[src/rtl/pair_triple_vector_gen.sv]
// pair_triple_vector_gen: streams 3-bit detector vectors with golden results and counts accepted matches
module pair_triple_vector_gen #(
  parameter int NUM_PASSES = 1,
  parameter int COUNT_W    = 8
) (
  input  logic               clk,
  input  logic               rst,
  input  logic               start,
  input  logic               filter,
  output logic               ostream_val,
  input  logic               ostream_rdy,
  output logic               out0,
  output logic               out1,
  output logic               out2,
  output logic               expected,
  output logic               done,
  output logic [COUNT_W-1:0] match_count
);
  localparam int PW = NUM_PASSES > 1 ? $clog2(NUM_PASSES) : 1;
  typedef enum logic [1:0] {IDLE, SEND, DONE} state_t;
  state_t        state, state_nx;
  logic [2:0]    idx, idx_nx;
  logic [PW-1:0] pass;
  logic          filt, xfer, last_code, last_pass;
  assign {out2, out1, out0} = idx;
  assign expected  = (idx[0] & idx[1]) | (~idx[0] & ~idx[1] & idx[2]);
  assign xfer      = (state == SEND) && ostream_rdy;
  assign last_code = idx == 3'd7;
  assign last_pass = pass == PW'(NUM_PASSES - 1);
  // filtered runs step through the matching codes 3 -> 4 -> 7 only
  assign idx_nx    = filt ? (idx == 3'd3 ? 3'd4 : 3'd7) : idx + 3'd1;
  always_comb begin
    state_nx    = state;
    ostream_val = 1'b0;
    done        = 1'b0;
    case (state)
      IDLE: state_nx = start ? SEND : IDLE;
      SEND: begin
        ostream_val = 1'b1;
        state_nx    = (xfer && last_code && last_pass) ? DONE : SEND;
      end
      DONE: begin
        done     = 1'b1;
        state_nx = IDLE;
      end
      default: state_nx = IDLE;
    endcase
  end
  always_ff @(posedge clk) begin
    if (rst) begin
      state       <= IDLE;
      idx         <= '0;
      pass        <= '0;
      filt        <= 1'b0;
      match_count <= '0;
    end else begin
      state <= state_nx;
      if (state == IDLE && start) begin
        filt        <= filter;
        idx         <= filter ? 3'd3 : 3'd0;
        pass        <= '0;
        match_count <= '0;
      end else if (xfer) begin
        match_count <= match_count + COUNT_W'(expected && (match_count != '1));
        if (!last_code) idx <= idx_nx;
        else if (!last_pass) begin
          pass <= pass + PW'(1);
          idx  <= filt ? 3'd3 : 3'd0;
        end
      end
    end
  end
endmodule

[config.mk]
export PLATFORM = sky130hd
export DESIGN_NAME = pair_triple_vector_gen
export DESIGN_NICKNAME = d
export VERILOG_FILES = /design/src/rtl/pair_triple_vector_gen.sv
export SDC_FILE = /design/constraint.sdc
export NUM_CORES = 1
export LEC_CHECK = 0
export ABC_AREA = 1
export BUFFER_PORTS_ARGS = -buffer_cell sky130_fd_sc_hd__buf_4
export CORE_ASPECT_RATIO = 0.5
export CORE_MARGIN = 5
export CORE_UTILIZATION = 25
export DETAILED_ROUTE_END_ITERATION = 8
export PLACE_DENSITY = 0.42
export SLEW_MARGIN = 15
export SYNTH_ARGS = -nofsm -noshare
export SYNTH_HDL_FRONTEND = slang
export SYNTH_SLANG_ARGS = --single-unit
[constraint.sdc]
create_clock -name clk -period 1.9 [get_ports clk]
set_clock_uncertainty 0.1 [all_clocks]
set_input_delay 0.095 -clock clk [delete_from_list [all_inputs] [get_ports clk]]
set_output_delay 0.095 -clock clk [all_outputs]
set_load 0.03 [all_outputs]
[After elaboration in Yosys (flattened, before gate mapping)]
Index checks and enable logic that the tools add are counted.
Cells by class
  $add $sub $neg: 3
  equal/unequal tests: 6
  bitwise operators: 7
  muxes and demuxes: 14
  reduce and logical (&&, ||, !) cells: 10
Operators with widths (count)
  $mux W3: 5
  $add A8 B1 Y8: 1
  $mux W2: 4
  $ne A8 B8 Y1 const B: 1
  $logic_and A1 B1 Y1: 5
  $mux W1: 4
  $pmux W2 S2: 1
  $reduce_and A2 Y1: 2
  $add A3 B1 Y3 const B: 1
  $and A1 B1 Y1: 3
  $eq A3 B2 Y1 const B: 1
  $eq A3 B3 Y1 const B: 1
  $ne A3 B2 Y1 const B: 1
  $not A1 Y1: 3
  $eq A2 B1 Y1 const B: 1
  $eq A2 B2 Y1 const B: 1
  $logic_not A2 Y1: 1
  $reduce_bool A2 Y1: 1
  $reduce_or A2 Y1: 1
  $add A1 B1 Y1 const B: 1
  $or A1 B1 Y1: 1
Storage, ports and cells
  output and inout port bits: 14
  input bits: 5
  word-level logic and storage cells: 45
  register bits after elaboration: 15

[Logic depth before layout (Yosys ltp)]
  depth after elaboration: 6
  gate-level depth with buffers: 11
  gate-level depth less buffers: 11

[Least setup slack after synthesis]
No wires, ideal clock.
  path type: register to register
  start: reg idx[0]
  end: reg match_count[6]
  stages on the path, launching flop included: 12
  library setup time: 0.070 ns
  data arrival time: 1.761 ns
  clock period less this slack: 1.931 ns
  path slack: -0.031 ns
  cell sequence: dfxtp_1 inv_1 ha_1 a21oi_1 a21oi_1 ha_1 ha_1 inv_1 nor2_4 nand2_1 nand2_1 a21oi_1
Between the ends
  cells in the longest elaborated chain, start to end: 6
  elaborated cells between the ends (all ways): 7
  those cells by class: add/sub: 1; bitwise: 5; reduce/logical: 1
RTL lines
  from (decl): line 22  | logic [2:0] idx, idx_nx;
  from (signal assigned): line 60  | idx <= filter ? 3'd3 : 3'd0;
  from (signal assigned): line 65  | if (!last_code) idx <= idx_nx;
  from (signal assigned): line 68  | idx <= filt ? 3'd3 : 3'd0;
  $not A1 Y1: line 26  | assign expected = (idx[0] & idx[1]) | (~idx[0] & ~idx[1] & idx[2]);
  $and A1 B1 Y1 (2 in series): line 26
  $or A1 B1 Y1 (*): line 26
  $logic_and A1 B1 Y1 (*): line 64  | match_count <= match_count + COUNT_W'(expected && (match_count != '1));
  $add A8 B1 Y8 (*): line 64
  to (signal assigned): line 64
  to (decl): line 17  | output logic [COUNT_W-1:0] match_count
Mark *: on every way between the ends. The rest lies on a longest branch, timed or not.
A chain may end at the register's enable or synchronous reset.

[Final worst setup path]
Same ends and word-level chain as after synthesis.

==> reports/metrics.cfg <==
[timing]
tightest_slew_ns=0.219
maxSlewHeadroom_pct=85.4
tns_ns=0
finalMaxSlewViolations=0
setup_viol=0
fin_ws_ns=0.170
hold-worst-slack_ns=0.0169
rsz0062_at_grt=false
hold_viol=0
fmax_mhz=578
period_minus_slack_ns=1.73
fin_crit_sh_pct=91.0

[finish]
syn_to_final_growth_pct=32.9
stdcell_area_um2=1090
num_antenna_cells=0
ff_latch_area_um2=283
drive_gt1_share_pct=28.6
final_core_util_pct=35.5
final_cell_mix=27 x nand2_1, 21 x buf_4, 17 x nor2_1
multi_input_area_um2=485
layout.nets=152
nFillCells=334
final_common_cell=nand2_1
fin_cells=180

[grt]
grt_antenna_before_repair=0
grt_start_max_net_pins=9
grt_usage_pct=8.89
first_global_vias=720
grt_first_pass_wirelength_mm=3.31
grt-ovfl-total=0

[floorplanning]
core_um2=3070
die-area_um2=4590
rows=14
dieWidth_um=90.9
die_h_um=50.5
io_pins=19
initial_core_util_pct=26.7

[synth]
synthAdderAreaFrac_pct=9.17
synth_seq_area_share_pct=34.3
mappedNetlistArea_um2=818
ys_ff_latch=14
synth.avg_cell_area_um2=7.12
synth_nets=126
yosys_warnings=0
synth_top_family_by_area=simple AND/OR/NAND/NOR gates
yosysUniqueCellTypes=18
synthXorXnorAreaFrac_pct=0
postSynthCellCount=115
synth_simple_gate_area_share_pct=40.2
synthMuxAreaShare_pct=0
synth_compound_area_share_pct=9.48

[worst_setup_path]
critPathCaptureType=register
reg2reg_depth=11
path_max_fanout=4
cpMostUsedCell=ha_1
path_class=register to register
required_ns=1.98
slowest_stage=dfxtp_2
critPathArrivalTime_ns=1.81
cp_cell_sequence=inv_1, ha_1, a21oi_2, a21oi_1, ha_1, ha_1, inv_1, nor2_4, nand2_1, nand2_1, a21oi_1
start_kind=register
critical_path.max_stage_delay_ns=0.34
r2r_slack_ns=0.17

[clocking]
cts_root_buf=clkbuf_8
clock_latency_ns=0.25
cts_made_buffers=3
clk_path_buf_depth=2
ctsHtreeMaxLevel=1
cts_tree=yes
cts.clk_slew.worst_paths_ns=0.06
ctsHoldBuffers=0
cts_sinks=14

[place]
gp_congestion=0.773
postPlaceCellArea_um2=1020
dpl_worst_slack_ns=0.101
dp_hpwl_mm=1.52
dp.cells=175
io_buffers=18

[run]
max_cap_viol_count=0

[detailed_routing]
drt-total-wl_mm=1.91
ant_nets=0
first_pass_iters=4
vias=777
avgViaCountPerCell=4.32
drc=0
wl_per_cell_um=10.6
drt-initial-drc-count=27

[power]
power_mw=0.743
ir_drop_mv=0.210
powerDensity_nw_per_um2=684
leakage_nw=0.474

[hold_path]
whs_path_depth=2
hold_path.class=input pin to register

[outcome]
status=finished, final reports clean

-- path summary, 6_finish.rpt --
kind | from | end
setup / recovery | idx[0] | match_count[6]
hold / removal | rst | filt
setup reg to reg | idx[0] | match_count[6]
hold reg to reg | match_count[6] | match_count[6]
-- cell usage after synthesis, drive strengths merged --
| master | n | area share [%] |
|---|---|---|
| a21oi | 11 | 6.7 |
| a31oi | 1 | 0.77 |
| dfxtp | 14 | 34 |
| ha | 6 | 9.2 |
| inv | 15 | 6.9 |
| nand2 | 28 | 13 |
| nand3 | 14 | 11 |
| nor2 | 22 | 15 |
| nor3 | 1 | 0.61 |
| o21ai | 2 | 1.2 |
| o22ai | 1 | 0.77 |
-- critical path, delay by kind of cell, from the launching register on --
family          cells  cell delay (ns)
flops               1             0.34
compound gates      3             0.32
fa+ha+maj           3             0.60
simple gates        3             0.14
buf+inv             2             0.15
-- area by class of cell --
type	count	area share, %
clock buffer	4	5.06
inverter	15	5.18
multi-input combinational	86	44.6
sequential	14	26.0
tap	40	4.60
timing repair buffer	21	14.5
-- what timing repair did --
action	in CTS	in global routing
hold endpoints to repair	0	0
resized for setup	0	2
buffers inserted	0	1
setup endpoints to repair	0	3
-- where the power goes --
| part | internal [mW] | leakage [nW] | switching (mW) |
|---|---|---|---|
| clock | 0.184 | 0.0288 | 0.114 |
| sequential | 0.304 | 0.114 | 0.00927 |
| combinational | 0.0504 | 0.331 | 0.0820 |
-- logic make-up (layout without fill, tap and decap cells) --
group                    Yosys count  count (layout)
AND/OR/NAND/NOR                   65              65
AO/OA/AOI/OAI                     15              15
adder cells (fa/ha/maj)            6               6
buffers and inverters             15              40
flip-flops                        14              14
-- registers in the layout, indices dropped and copies added (netlist names) --
register     cells
match_count      8
state            2
idx              3
filt             1
-- layer usage --
layer  vias up  wire length, um  share of wire (%)  GRT usage (%)
li1        421                -                  -              -
met1       344              946                 50           11.3
met2        12              875                 46           13.9
met3         0               85                4.5           3.58
met4         0                0                  0           2.93
met5         -                0                  0              0
(Power assumes the default switching activity.)
